===== config.mk =====
export PLATFORM = sky130hd
export DESIGN_NAME = robo_controlador
export DESIGN_NICKNAME = d
export VERILOG_FILES = /design/src/rtl/robo_pkg.sv /design/src/rtl/robo_cmd_issuer.sv /design/src/rtl/robo_controlador.sv
export SDC_FILE = /design/constraint.sdc
export NUM_CORES = 1
export LEC_CHECK = 0
export CORE_MARGIN = 2
export CORE_UTILIZATION = 58
export DETAILED_ROUTE_END_ITERATION = 7
export GPL_TIMING_DRIVEN = 0
export HOLD_SLACK_MARGIN = 0.1
export MAX_ROUTING_LAYER = met4
export PLACE_DENSITY = 0.92
export SETUP_SLACK_MARGIN = 0.4
export SLEW_MARGIN = 0
export SYNTH_ARGS = -nofsm -noshare
export SYNTH_HDL_FRONTEND = slang
export SYNTH_SLANG_ARGS = --single-unit

===== constraint.sdc =====
create_clock -name clock -period 5 [get_ports clock]
set_input_delay 0.75 -clock clock [delete_from_list [all_inputs] [get_ports clock]]
set_output_delay 0.75 -clock clock [all_outputs]
set_load 0.1 [all_outputs]

===== src/rtl/robo_pkg.sv =====
// Shared types and constants for the grid-robot navigation controller.
package robo_pkg;

  typedef enum logic [2:0] {
    ST_IDLE,
    ST_SENSE,
    ST_DECIDE,
    ST_ISSUE,
    ST_SETTLE,
    ST_DONE,
    ST_STUCK
  } state_t;

  typedef enum logic [2:0] {
    ACT_NONE,
    ACT_ADV,
    ACT_LEFT,
    ACT_RIGHT,
    ACT_REM
  } action_t;

  localparam logic [1:0] ORI_N = 2'd0;
  localparam logic [1:0] ORI_E = 2'd1;
  localparam logic [1:0] ORI_S = 2'd2;
  localparam logic [1:0] ORI_W = 2'd3;

  localparam int MAP_ROWS = 10;
  localparam int MAP_COLS = 20;

  // A left turn is three clockwise quarter turns.
  localparam logic [1:0] LEFT_EXTRA_PULSES = 2'd2;

  function automatic logic [1:0] rot_cw(input logic [1:0] ori);
    return ori + 2'd1;
  endfunction

endpackage


===== src/rtl/robo_cmd_issuer.sv =====
// Turns one action request into its command pulse train, with settle gaps, then acks.
module robo_cmd_issuer
  import robo_pkg::*;
#(
  parameter int SETTLE_CYC = 1
) (
  input  logic    clock_i,
  input  logic    reset_i,
  input  logic    go_i,
  input  action_t act_i,
  output logic    avancar_o,
  output logic    girar_o,
  output logic    remover_o,
  output logic    next_pulse_o,
  output logic    ack_o
);

  localparam int CNT_W = (SETTLE_CYC > 1) ? $clog2(SETTLE_CYC) : 1;

  typedef enum logic [1:0] {
    ISS_IDLE,
    ISS_PULSE,
    ISS_SETTLE
  } iss_t;

  iss_t             st_q, st_d;
  logic [CNT_W-1:0] cnt_q, cnt_d;
  logic [1:0]       reps_q, reps_d;
  logic             adv_q, adv_d;
  logic             gir_q, gir_d;
  logic             rem_q, rem_d;
  logic             last_settle;

  always_ff @(posedge clock_i) begin
    if (reset_i) begin
      st_q   <= ISS_IDLE;
      cnt_q  <= '0;
      reps_q <= '0;
      adv_q  <= 1'b0;
      gir_q  <= 1'b0;
      rem_q  <= 1'b0;
    end else begin
      st_q   <= st_d;
      cnt_q  <= cnt_d;
      reps_q <= reps_d;
      adv_q  <= adv_d;
      gir_q  <= gir_d;
      rem_q  <= rem_d;
    end
  end

  always_comb begin
    st_d        = st_q;
    cnt_d       = cnt_q;
    reps_d      = reps_q;
    adv_d       = 1'b0;
    gir_d       = 1'b0;
    rem_d       = 1'b0;
    last_settle = (st_q == ISS_SETTLE) && (cnt_q == '0);

    case (st_q)
      ISS_IDLE: begin
        if (go_i) begin
          st_d = ISS_PULSE;
          case (act_i)
            ACT_ADV:   adv_d = 1'b1;
            ACT_REM:   rem_d = 1'b1;
            ACT_RIGHT: gir_d = 1'b1;
            ACT_LEFT: begin
              gir_d  = 1'b1;
              reps_d = LEFT_EXTRA_PULSES;
            end
            default: ;
          endcase
        end
      end
      ISS_PULSE: begin
        st_d  = ISS_SETTLE;
        cnt_d = CNT_W'(SETTLE_CYC - 1);
      end
      ISS_SETTLE: begin
        if (cnt_q != '0) begin
          cnt_d = cnt_q - CNT_W'(1);
        end else if (reps_q != '0) begin
          reps_d = reps_q - 2'd1;
          gir_d  = 1'b1;
          st_d   = ISS_PULSE;
        end else begin
          st_d = ISS_IDLE;
        end
      end
      default: st_d = ISS_IDLE;
    endcase
  end

  assign avancar_o    = adv_q;
  assign girar_o      = gir_q;
  assign remover_o    = rem_q;
  assign next_pulse_o = last_settle && (reps_q != '0);
  assign ack_o        = last_settle && (reps_q == '0);

endmodule


===== src/rtl/robo_controlador.sv =====
// Left-hand wall-following navigation FSM: senses, decides one action, hands it to the issuer.
//  state  | meaning
//  IDLE   | waiting for start after reset
//  SENSE  | register sensor inputs
//  DECIDE | apply goal / limit / policy priority
//  ISSUE  | command pulse cycle
//  SETTLE | post-pulse wait
//  DONE   | goal reached, flag held
//  STUCK  | step or turn limit hit, flag held
module robo_controlador
  import robo_pkg::*;
#(
  parameter int STEP_W     = 16,
  parameter int MAX_STEPS  = 1000,
  parameter int MAX_TURNS  = 4,
  parameter int SETTLE_CYC = 1
) (
  input  logic              clock,
  input  logic              reset,
  input  logic              start,
  input  logic              head_in,
  input  logic              left_in,
  input  logic              under_in,
  input  logic              barrier_in,
  output logic              avancar,
  output logic              girar,
  output logic              remover,
  output logic              busy,
  output logic              done,
  output logic              stuck,
  output logic [STEP_W-1:0] step_count
);

  localparam int TURN_W = $clog2(MAX_TURNS + 1);

  state_t            state_q, state_d;
  logic [STEP_W-1:0] step_q, step_d;
  logic [TURN_W-1:0] turn_q, turn_d;
  logic              left_turn_q, left_turn_d;
  logic              busy_q, busy_d;
  logic              done_q, done_d;
  logic              stuck_q, stuck_d;
  logic              head_q, left_q, under_q, barrier_q;
  logic              go;
  action_t           act;
  logic              iss_next_pulse, iss_ack;

  always_ff @(posedge clock) begin
    if (reset) begin
      state_q     <= ST_IDLE;
      step_q      <= '0;
      turn_q      <= '0;
      left_turn_q <= 1'b0;
      busy_q      <= 1'b0;
      done_q      <= 1'b0;
      stuck_q     <= 1'b0;
      head_q      <= 1'b0;
      left_q      <= 1'b0;
      under_q     <= 1'b0;
      barrier_q   <= 1'b0;
    end else begin
      state_q     <= state_d;
      step_q      <= step_d;
      turn_q      <= turn_d;
      left_turn_q <= left_turn_d;
      busy_q      <= busy_d;
      done_q      <= done_d;
      stuck_q     <= stuck_d;
      if (state_q == ST_SENSE) begin
        head_q    <= head_in;
        left_q    <= left_in;
        under_q   <= under_in;
        barrier_q <= barrier_in;
      end
    end
  end

  always_comb begin
    state_d     = state_q;
    step_d      = step_q;
    turn_d      = turn_q;
    left_turn_d = left_turn_q;
    busy_d      = busy_q;
    done_d      = done_q;
    stuck_d     = stuck_q;
    go          = 1'b0;
    act         = ACT_NONE;

    case (state_q)
      ST_IDLE, ST_DONE, ST_STUCK: begin
        if (start) begin
          state_d     = ST_SENSE;
          step_d      = '0;
          turn_d      = '0;
          left_turn_d = 1'b0;
          done_d      = 1'b0;
          stuck_d     = 1'b0;
          busy_d      = 1'b1;
        end
      end
      ST_SENSE: state_d = ST_DECIDE;
      ST_DECIDE: begin
        if (under_q) begin
          state_d = ST_DONE;
          done_d  = 1'b1;
          busy_d  = 1'b0;
        end else if ((step_q == STEP_W'(MAX_STEPS)) || (turn_q == TURN_W'(MAX_TURNS))) begin
          state_d = ST_STUCK;
          stuck_d = 1'b1;
          busy_d  = 1'b0;
        end else begin
          state_d = ST_ISSUE;
          go      = 1'b1;
          if (!left_q && !left_turn_q) begin
            act         = ACT_LEFT;
            left_turn_d = 1'b1;
          end else if (!head_q) begin
            act         = ACT_ADV;
            left_turn_d = 1'b0;
            turn_d      = '0;
            if (step_q != '1) step_d = step_q + STEP_W'(1);
          end else if (barrier_q) begin
            act = ACT_REM;
          end else begin
            act         = ACT_RIGHT;
            left_turn_d = 1'b0;
            turn_d      = turn_q + TURN_W'(1);
          end
        end
      end
      ST_ISSUE: state_d = ST_SETTLE;
      ST_SETTLE: begin
        if (iss_ack)             state_d = ST_SENSE;
        else if (iss_next_pulse) state_d = ST_ISSUE;
      end
      default: state_d = ST_IDLE;
    endcase
  end

  robo_cmd_issuer #(
    .SETTLE_CYC(SETTLE_CYC)
  ) u_issuer (
    .clock_i     (clock),
    .reset_i     (reset),
    .go_i        (go),
    .act_i       (act),
    .avancar_o   (avancar),
    .girar_o     (girar),
    .remover_o   (remover),
    .next_pulse_o(iss_next_pulse),
    .ack_o       (iss_ack)
  );

  assign busy       = busy_q;
  assign done       = done_q;
  assign stuck      = stuck_q;
  assign step_count = step_q;

endmodule

# == Yosys cells after proc, flatten, opt, wreduce, memory -nomap -nowiden ==
# Index checks and enable logic that the tools add are counted.
# classes
n_mux,63
n_addsub,4
n_reduce_logical,26
eq_ne,31
bitwise_logic,3
# op_table
op,count
two-way mux 16 bit,6
two-way mux 3 bit,17
one-hot mux 16 bit (2 select lines),1
!= test 2 bit (second input constant),12
two-way mux 1 bit,23
adder 16 x 1 -> 16 bit (second input constant),1
equality test 16 x 10 -> 1 bit (second input constant),1
!= test 16 bit (second input constant),1
equality test 3 bit (second input constant),5
one-hot mux 3 bit (5 select lines),1
equality test 3 x 2 -> 1 bit (second input constant),4
two-way mux 2 bit,6
one-hot mux 1 bit (2 select lines),6
AND reduction 5 bit,2
!= test 3 bit (second input constant),3
nonzero test 2 bit,4
AND reduction 7 bit,1
equality test 3 x 1 -> 1 bit (second input constant),2
one-hot mux 2 bit (3 select lines),1
one-hot mux 3 bit (2 select lines),1
AND reduction 3 bit,2
AND reduction 6 bit,1
OR reduction 3 bit,2
logical AND 1 bit,4
other kinds (15),20
# word_totals
in_bits,7
out_inout_bits,22
ff_bits,38
wordCells,144

# == Depth between registers and ports, before layout ==
# Gate-level depths: netlist (run 1).
# depth
word_depth,11
depth_mapped,9
ltp_nobuf,7

# == Modules after synthesis ==
# A second synthesis (run 1) with hierarchy kept.
# hier_totals
hier_cells,267
hier_area_um2,2134.5
# by_module_without_submodules
module,cells_per_inst,area_per_inst_um2,seq_area_each_um2,instances
robo_controlador,240,1833.0,600.6,1
robo_cmd_issuer,27,301.5,140.1,1

# == Worst setup path before layout (run 1) ==
# OpenSTA, ideal clock, no wires.
# synth_timing
kind,reg2reg
startpoint,"reg step_q[3], in the netlist step_count[3]"
endpoint,reg u_issuer.reps_q[1]
stages_incl_launch_ff,7
n_path_buf,1
t_required_ns,4.854
setup_ns,0.146
path_slack_ns,2.227
period_less_slack_ns,2.773
t_arrival_ns,2.627
cell_sequence,dfxtp_1 -> or4b_4 -> or4_4 -> and3_1 -> buf_6 -> a211oi_2 -> a211oi_1
# synth_via
elab_chain_cells,8
word_cells_on_any_way,12
classes_between,eq/ne: 4; mux: 6; reduce/logical: 2
# synth_lines
item,line,text
"start, declared",robo_controlador.sv:37,"logic [STEP_W-1:0] step_q, step_d;"
"start signal, assigned",robo_controlador.sv:63,step_q <= step_d;
equality test 16 x 10 -> 1 bit *,robo_controlador.sv:107,end else if ((step_q == STEP_W'(MAX_STEPS)) || (turn_q == TURN_W'(MAX_TURNS))) begin
logical OR 1 bit *,robo_controlador.sv:107,
two-way mux 3 bit,robo_controlador.sv:107,
two-way mux 3 bit,robo_controlador.sv:103,if (under_q) begin
two-way mux 3 bit,robo_controlador.sv:89,case (state_q)
equality test 3 x 2 -> 1 bit,robo_cmd_issuer.sv:65,case (act_i)
!= test 2 bit (no line),-,
AND reduction 5 bit (no line) *,-,
"end signal, assigned",robo_cmd_issuer.sv:45,reps_q <= reps_d;
"end, declared",robo_cmd_issuer.sv:28,"logic [1:0] reps_q, reps_d;"
# Every way passes the cells marked *; elsewhere a longest branch is shown, timed or not.
# A chain may end at the register's enable or synchronous reset.

# == Worst setup path in the final report (run 1) ==
# layout_timing
startpoint,in start
endpoint,"reg step_q[4], in the netlist step_count[4]"
# layout_via
elab_chain_cells,2
# layout_lines
item,line,text
"start, declared",robo_controlador.sv:20,"input logic start,"
!= test 2 bit (no line),-,
AND reduction 7 bit (no line),-,
# Every way passes these cells.

==> flow_summary_export.csv, run 1 <==
group,metric,value,unit
sta,tns,0,ns
power_and_ir_drop,p_sw_frac,0.372,
power_and_ir_drop,power_density,322,mW/mm2
job,cap_violations,0,
floorplan,die-area,0.00387,mm2
power_and_ir_drop,combPwrFrac,0.324,
sta,tightest_slew,0.984,ns
power_and_ir_drop,worst_ir_drop_vdd,0.209,mV
sta,finalSetupViolCount,0,
sta,report.final.hold_viol_count,0,
logic_synthesis,yosysSeqAreaShare,0.377,
power_and_ir_drop,seqPwrFrac,0.440,
cts,cts_sinks,37,
grt,grt_pass1_vias,1711,
critical_path,critPathMaxFanout,10,
cts,cts_setup_buffers,0,
cts,htreeDepth,2,
routing,route.detailed.drc,0,
power_and_ir_drop,power_switching,0.283,mW
logic_synthesis,synth_area_per_cell,8.35,um2
routing,drt_iter0_drc,197,
cells_and_area,n_antenna_cell,0,
routing,dr_total_vias,1929,
critical_path,cp-start-kind,"input pin",
grt,grt_max_degree,12,
cts,cts_tree,"yes",
cells_and_area,post-route-util,0.719,
sta,setup_ws,2.21,ns
floorplan,start_util,0.598,
logic_synthesis,ys_warn_count,0,
cells_and_area,num-fill-cells,257,
cts,holdBufCountCts,0,
routing,wl,4590,um
grt,antenna_found_initial,0,
cts,insertion_delay,0.34,ns
cells_and_area,nets,281,
floorplan,rows,21,
cells_and_area,synthToLayoutAreaGrowth,20.3,%
logic_synthesis,synth_async_sr_flop_share,0,
routing,ant_nets,0,
power_and_ir_drop,p_leak,0.758,nW
routing,first_pass_iters,5,
logic_synthesis,syn-num-nets,247,
power_and_ir_drop,p_int,0.478,mW
floorplan,die_w,62.2,um
critical_path,crit_required,5.21,ns
sta,relSlewSlack,0.342,
sta,finalCritPeriodShare,0.558,
cts,cts.path.max_buffers,2,
cts,cts_root_buf,"clkbuf_4",
cts,cts_inserted_buffers,5,
cells_and_area,layout_common_cells,"37 x dfxtp_1, 27 x clkdlybuf4s50_1, 19 x a21oi_1, 18 x nand2_1, 18 x nor2_1",
critical_path,cpMostUsedCell,"nand2_1",
sta,fin_crit,2.79,ns
floorplan,chipHeight,62.2,um
critical_path,worstPathArrival,3.00,ns
critical_path,crit_slowest_cell,"o221ai_1",
logic_synthesis,ys_types,50,
logic_synthesis,ys_seq_elements,37,
cells_and_area,drive_gt1_frac,0.0926,
grt,grt_pass1_wl,7790,um
placed_design,dp_hpwl,3280,um
cts,clkTransAtPathRegs,0.10,ns
sta,drv_slew,0,
logic_synthesis,yosys.area.top_type,"dfxtp_1",
placed_design,gp_congestion,0.882,
logic_synthesis,synth_top_area_share,0.377,
floorplan,ios,29,
power_and_ir_drop,p_clk_frac,0.236,
routing,wl_per_cell,14.5,um
status,status,"completed",
cts,post_cts_resized,0,
grt,overflow,0,
min_path,hp-class,"flip-flop to flip-flop",
routing,viasPerCell,6.10,
sta,whs,0.499,ns
placed_design,place_area,0.00229,mm2
critical_path,slowest_delay,0.74,ns
logic_synthesis,synth_area_leaders,"dfxtp_1 38%, a21oi_1 4.8%, nand2_1 3.4%",
cells_and_area,stdcell_area,0.00236,mm2
logic_synthesis,synth_ff_type,"dfxtp_1",
sta,max_freq,0.358,GHz
critical_path,critPathKind,"input pin to flip-flop",
sta,rsz0062_at_grt,"false",
critical_path,path_cells,"clkdlybuf4s50_1, nand2b_1, o221ai_1, nand2_1, nand2_1, clkbuf_1, a21oi_1",
cells_and_area,mostFrequentLayoutCell,"dfxtp_1",
placed_design,port_buffers,27,
logic_synthesis,synth_edf_count,0,
sta,fin_worst_skew,0.00863,ns
floorplan,core_area,0.00328,mm2
logic_synthesis,synthesis.area,0.00196,mm2
critical_path,crit_path_end_kind,"flip-flop",
logic_synthesis,postSynthCellCount,235,
placed_design,place_ws,1.89,ns
grt,track_usage,0.254,
==> routing by layer <==
metal  global-route usage  share of wire
met2                0.398           0.46
met4               0.0806          0.012
met1                0.332           0.45
met3               0.0507          0.074
met5                    -              0
==> synth_stat cells, drive strengths merged (3+ instances only) <==
cell type	number
a211oi	3
a21oi	20
a22oi	3
and3	4
buf	5
clkbuf	7
dfxtp	37
ha	5
inv	12
mux2i	5
nand2	18
nand2b	5
nand3	9
nand3b	3
nand4	6
nor2	18
nor3	5
nor3b	4
nor4	4
o21a	3
o21ai	15
o22ai	3
o31ai	7
or3	6
or4	10
==> state kept, by name (all words and copies together), names as in the netlist, 2 cells and up <==
name,count
turn_q,3
u_issuer.reps_q,2
step_count,16
u_issuer.st_q,2
state_q,3
==> worst max-delay path: cells and delay by family <==
kind / cells / cell delay (ns)
and+or+nand+nor: 3 / 0.53
buffers and inverters: 2 / 0.92
AOI/OAI and AO/OA: 2 / 0.81
==> metrics by stage <==
| stage | cells | total power [mW] |
|---|---|---|
| floorplan | 235 | 0.525 |
| finish | 316 | 0.761 |
| global placement | 308 | 0.578 |
| global route | 316 | 0.804 |
| CTS | 316 | 0.759 |
| detailed placement | 308 | 0.584 |
==> cell families after synthesis <==
logic type / Yosys count / synth area share
compound gates: 62 / 0.203
xor+xnor: 1 / 0.00446
fa+ha+maj: 5 / 0.0319
buf+inv: 24 / 0.0567
flops: 37 / 0.377
mux: 5 / 0.0255
simple gates: 101 / 0.301
==> path summary, 6_finish.rpt <==
| check | from | end | slack (ns) | cells past startpoint |
|---|---|---|---|---|
| max | start | step_count[4] | 2.21 | 7 |
| min | turn_q[1] | turn_q[1] | 0.50 | 2 |
| max reg2reg | state_q[1] | step_count[4] | 2.49 | 7 |
| min reg2reg | turn_q[1] | turn_q[1] | 0.50 | 2 |
==> area by class of cell <==
| class | count | area [um2] | share of cell area |
|---|---|---|---|
| Clock buffer | 7 | 65.1 | 0.0276 |
| Tap cell | 46 | 57.6 | 0.0244 |
| Sequential cell | 37 | 741 | 0.314 |
| Timing Repair Buffer | 27 | 270 | 0.114 |
| Buffer | 12 | 66.3 | 0.0281 |
| Clock inverter | 1 | 5.00 | 0.00212 |
| Multi-Input combinational cell | 174 | 1110 | 0.471 |
| Inverter | 12 | 45.0 | 0.0191 |
==> power by group through the flow <==
stage	Combinational (mW)	Sequential [mW]	Clock (mW)
CTS	0.243	0.334	0.182
global placement	0.238	0.340	0
finish	0.246	0.335	0.180
detailed placement	0.242	0.341	0
global route	0.267	0.338	0.199
floorplan	0.148	0.377	0
(Power assumes the default switching activity.)
==> run 2: changes to the inputs <==
Settings changed: CORE_UTILIZATION 58 to 54, PLACE_DENSITY 0.92 to 0.87.
Clock period 5 ns to 2.7 ns, I/O delays scaled along.
==> flow_summary_export.csv, run 2 (synthesized netlist as in run 1, its figures left out) <==
group,metric,value,unit
placed_design,dp_cells,308,
cts,cts_tree,"yes",
cts,clkTransAtPathRegs,0.12,ns
grt,overflow,0,
cells_and_area,layout_common_cells,"21 x dfxtp_1, 19 x a21oi_1, 18 x nand2_1, 18 x nor2_1, 13 x dfxtp_2",
floorplan,chipHeight,64.3,um
cts,insertion_delay,0.36,ns
critical_path,crit_required,2.30,ns
critical_path,reg2reg_from,"step_count[11]",
routing,wl,4620,um
cts,cts_inserted_buffers,5,
routing,first_pass_iters,4,
routing,dr_total_vias,1904,
critical_path,path_cells,"clkdlybuf4s50_1",
min_path,min_path_cells,1,
cells_and_area,post-route-util,0.714,
floorplan,ios,29,
floorplan,rows,21,
critical_path,slowest_delay,1.14,ns
placed_design,place_ws,-0.0325,ns
job,cap_violations,0,
power_and_ir_drop,power_density,574,mW/mm2
cts,cts.path.max_buffers,2,
cells_and_area,largest_reg_flops,16,
power_and_ir_drop,combPwrFrac,0.344,
routing,wl_per_cell,14.5,um
sta,report.final.hold_viol_count,0,
sta,tightest_slew,0.979,ns
sta,finalCritPeriodShare,0.840,
critical_path,crit_slowest_cell,"clkdlybuf4s50_1",
sta,relSlewSlack,0.345,
sta,fin_crit,2.27,ns
cells_and_area,n_antenna_cell,0,
routing,viasPerCell,5.99,
critical_path,reg2reg_to,"u_issuer.reps_q[1]",
cts,holdBufCountCts,0,
min_path,min_from,"turn_q[0]",
power_and_ir_drop,p_sw_frac,0.391,
cells_and_area,nets,283,
critical_path,critPathMaxFanout,2,
sta,rsz0062_at_grt,"true",
power_and_ir_drop,seqPwrFrac,0.443,
floorplan,die_w,64.3,um
min_path,holdPathEnd,"turn_q[0]",
routing,ant_nets,0,
cells_and_area,final_cells,318,
grt,antenna_found_initial,0,
routing,route.detailed.drc,0,
power_and_ir_drop,power_switching,0.547,mW
status,status,"completed",
cells_and_area,num-fill-cells,274,
cts,htreeDepth,2,
floorplan,core_area,0.00342,mm2
critical_path,crit_buf_inv,1,
routing,drt_iter0_drc,176,
placed_design,gp_congestion,0.857,
cells_and_area,drive_gt1_frac,0.165,
sta,drv_slew,0,
critical_path,r2r_slack,0.48,ns
critical_path,cp-start-kind,"flip-flop",
floorplan,start_util,0.575,
power_and_ir_drop,p_int,0.851,mW
critical_path,crit_family,"buffers and inverters",
grt,grt_pass1_wl,7470,um
grt,grt_pass1_vias,1639,
placed_design,dp_hpwl,3150,um
cts,cts_sinks,37,
critical_path,rr_worst_depth,6,
sta,whs,0.481,ns
placed_design,port_buffers,27,
power_and_ir_drop,p_leak,1.00,nW
sta,max_freq,0.441,GHz
grt,track_usage,0.236,
sta,setup_ws,0.431,ns
cts,cts_root_buf,"clkbuf_4",
grt,grt_max_degree,12,
sta,fin_worst_skew,0.0151,ns
min_path,hp-class,"flip-flop to flip-flop",
power_and_ir_drop,p_clk_frac,0.212,
critical_path,worstPathArrival,1.86,ns
cells_and_area,mostFrequentLayoutCell,"dfxtp_1",
critical_path,crit_path_end_kind,"primary output",
cells_and_area,synthToLayoutAreaGrowth,24.2,%
sta,finalSetupViolCount,0,
power_and_ir_drop,worst_ir_drop_vdd,0.463,mV
floorplan,die-area,0.00413,mm2
critical_path,critPathKind,"flip-flop to primary output",
## run 2: how the worst max path moves through the flow
stage	start	endpoint	slack, ns	cells past startpoint
floorplan	step_count[11]	u_issuer.reps_q[1]	0.38	6
global placement	start	step_count[4]	-0.05	7
finish	done	done	0.43	1
detailed placement	start	step_count[4]	-0.03	7
CTS	step_count[11]	step_count[11]	0.40	1
global route	turn_q[0]	step_count[15]	0.29	8
## run 2: power by group through the flow
| stage | logic [mW] | clock network, mW | registers [mW] |
|---|---|---|---|
| 2_1_floorplan | 0.273 | 0 | 0.698 |
| 3_3_place_gp | 0.441 | 0 | 0.630 |
| 3_5_place_dp | 0.446 | 0 | 0.632 |
| 4_1_cts | 0.452 | 0.299 | 0.620 |
| 5_1_grt | 0.520 | 0.328 | 0.625 |
| 6_report | 0.482 | 0.297 | 0.620 |
## run 2: layout make-up
type / count / area (um2) / area share
Multi-Input combinational cell: 174 / 1140 / 0.468
Sequential cell: 37 / 768 / 0.315
Timing Repair Buffer: 29 / 307 / 0.126
Buffer: 12 / 67.6 / 0.0277
Tap cell: 46 / 57.6 / 0.0236
Inverter: 12 / 45.0 / 0.0185
Clock buffer: 6 / 41.3 / 0.0169
Clock inverter: 2 / 10.0 / 0.00411
## run 2: repair_timing
item / in CTS / in global routing
gates resized for setup: 7 / 17
cloned: 0 / 0
endpoints found under the hold margin: 0 / 0
pin swaps: 0 / 1
buffers inserted: 0 / 2
setup endpoints to repair: 18 / 23
## run 2: stage by stage
| step | area [um2] | power, mW | setup TNS, ns |
|---|---|---|---|
| 4_1_cts | 2370 | 1.37 | 0 |
| 3_5_place_dp | 2320 | 1.08 | -0.212 |
| 5_1_grt | 2440 | 1.47 | 0 |
| 2_1_floorplan | 1990 | 0.971 | 0 |
| 6_report | 2440 | 1.40 | 0 |
| 3_3_place_gp | 2320 | 1.07 | -0.342 |
## run 2: metal layers
layer,track usage,vias up,part of all wire
li1,-,946,-
met3,0.0563,9,0.061
met4,0.0798,0,0.014
met2,0.353,65,0.46
met5,-,-,0
met1,0.314,884,0.46
==> run 3: changes to the inputs <==
Settings changed: CORE_UTILIZATION 54 to 48, PLACE_DENSITY 0.87 to 0.82.
Clock period 2.7 ns to 2 ns, I/O delays scaled along.
==> flow_summary_export.csv, run 3 (synthesized netlist as in run 1, its figures left out) <==
group,metric,value,unit
status,status,"finished, violations left",
status,violations,"setup timing",
power_and_ir_drop,power_density,794,mW/mm2
grt,antenna_found_initial,0,
cts,cts_root_buf,"clkbuf_8",
job,cap_violations,0,
routing,viasPerCell,6.34,
cells_and_area,layout_common_cells,"22 x buf_4, 20 x clkdlybuf4s15_2, 19 x dfxtp_1, 17 x nor2_1, 16 x nand2_1",
sta,finalCritPeriodShare,1.12,
sta,fin_worst_skew,0.00764,ns
routing,wl_per_cell,19.3,um
floorplan,die_w,68.0,um
critical_path,crit_path_end_kind,"flip-flop",
floorplan,ios,29,
sta,finalSetupViolCount,25,
cells_and_area,n_antenna_cell,0,
routing,drt_iter0_drc,237,
critical_path,cpMostUsedCell,"buf_4",
sta,rsz0062_at_grt,"true",
min_path,min_path_cells,2,
routing,dr_total_vias,2182,
critical_path,critPathKind,"flip-flop to flip-flop",
placed_design,port_buffers,27,
grt,gr-usage-met1,0.346,
grt,track_usage,0.278,
sta,tightest_slew,0.958,ns
placed_design,dp_hpwl,3320,um
cts,cts_sinks,37,
power_and_ir_drop,p_total,2.35,mW
cells_and_area,mostFrequentLayoutCell,"buf_4",
critical_path,rr_worst_depth,8,
sta,whs,0.465,ns
sta,fin_crit,2.25,ns
cts,cts.path.max_buffers,2,
cells_and_area,largest_reg_flops,16,
floorplan,chipHeight,68.0,um
routing,first_pass_iters,5,
placed_design,gp_congestion,0.827,
sta,relSlewSlack,0.360,
min_path,hp-class,"input pin to flip-flop",
critical_path,cp-start-kind,"flip-flop",
routing,route.detailed.drc,0,
cells_and_area,stdcell_area,0.00297,mm2
grt,use_met2,0.444,
cells_and_area,nets,305,
sta,drv_slew,0,
cts,htreeDepth,2,
cts,cts_tree,"yes",
floorplan,core_area,0.00397,mm2
cells_and_area,seqCellArea,793,um2
sta,setup_ws,-0.248,ns
power_and_ir_drop,p_leak,0.972,nW
cells_and_area,synthToLayoutAreaGrowth,51.1,%
cells_and_area,drive_gt1_frac,0.459,
grt,grt_pass1_wl,9450,um
routing,ant_nets,0,
critical_path,critPathMaxFanout,6,
cts,clkTransAtPathRegs,0.08,ns
cts,insertion_delay,0.30,ns
placed_design,place_ws,-0.708,ns
floorplan,die-area,0.00462,mm2
critical_path,crit_required,2.22,ns
grt,grt_pass1_vias,1972,
critical_path,crit_slowest_cell,"o41a_1",
routing,wl,6650,um
sta,tns,-3.49,ns
placed_design,place_area,0.00236,mm2
sta,report.final.hold_viol_count,0,
critical_path,slowest_delay,0.51,ns
floorplan,start_util,0.494,
grt,overflow,0,
sta,max_freq,0.445,GHz
critical_path,path_cells,"buf_4, buf_4, nand4_1, nor4_2, o41a_1, buf_6, or4_4, a21oi_2",
critical_path,worstPathArrival,2.47,ns
cells_and_area,num-fill-cells,257,
cts,cts_inserted_buffers,5,
cells_and_area,multiInputGateArea,0.00137,mm2
floorplan,rows,23,
grt,met3_usage,0.0592,
power_and_ir_drop,worst_ir_drop_vdd,0.713,mV
grt,grt-busiest-layer,"met2",
grt,grt_max_degree,14,
[run 3: area by class of cell]
type | count | share of cell area
Inverter | 12 | 0.0152
Multi-Input combinational cell | 175 | 0.461
Tap cell | 50 | 0.0211
Sequential cell | 37 | 0.268
Timing Repair Buffer | 50 | 0.163
Clock inverter | 2 | 0.00549
Buffer | 12 | 0.0354
Clock buffer | 6 | 0.0316
[run 3: worst max-delay path, delay by kind of cell (launching register included)]
family	cells	cell delay [ns]
and+or+nand+nor	3	0.69
DFF	1	0.35
buffers and inverters	3	0.46
AOI/OAI and AO/OA	2	0.67
[run 3: repair_timing]
item	CTS	global route
hold buffers	0	0
setup buffers	14	7
gates cloned	3	0
gates resized for setup	94	45
pin swaps	9	21
hold endpoints to repair	0	0
endpoints found under the setup margin	57	35
[run 3: worst paths after layout]
check | slack (ns) | end | start
min | 0.47 | step_count[1] | reset
min reg2reg | 0.50 | busy | busy
max reg2reg | -0.25 | step_count[13] | step_count[13]
max | -0.25 | step_count[13] | step_count[13]
[run 3: metrics by stage]
step | utilization | cells
after detailed placement | 0.595 | 312
after floorplan | - | 235
after global placement | 0.595 | 312
after CTS | 0.691 | 337
final | 0.747 | 344
after global routing | 0.747 | 344
[run 3: metal layers]
layer / share of wire / routed length (um)
met5: 0 / 0
met4: 0.032 / 212
met3: 0.069 / 458
met2: 0.51 / 3370
met1: 0.39 / 2600
[run 3: power by group]
part	switching, mW	total [mW]	internal, mW
clock	0.302	0.625	0.323
sequential	0.0605	0.834	0.774
combinational	0.550	0.895	0.345
total	0.912	2.35	1.44
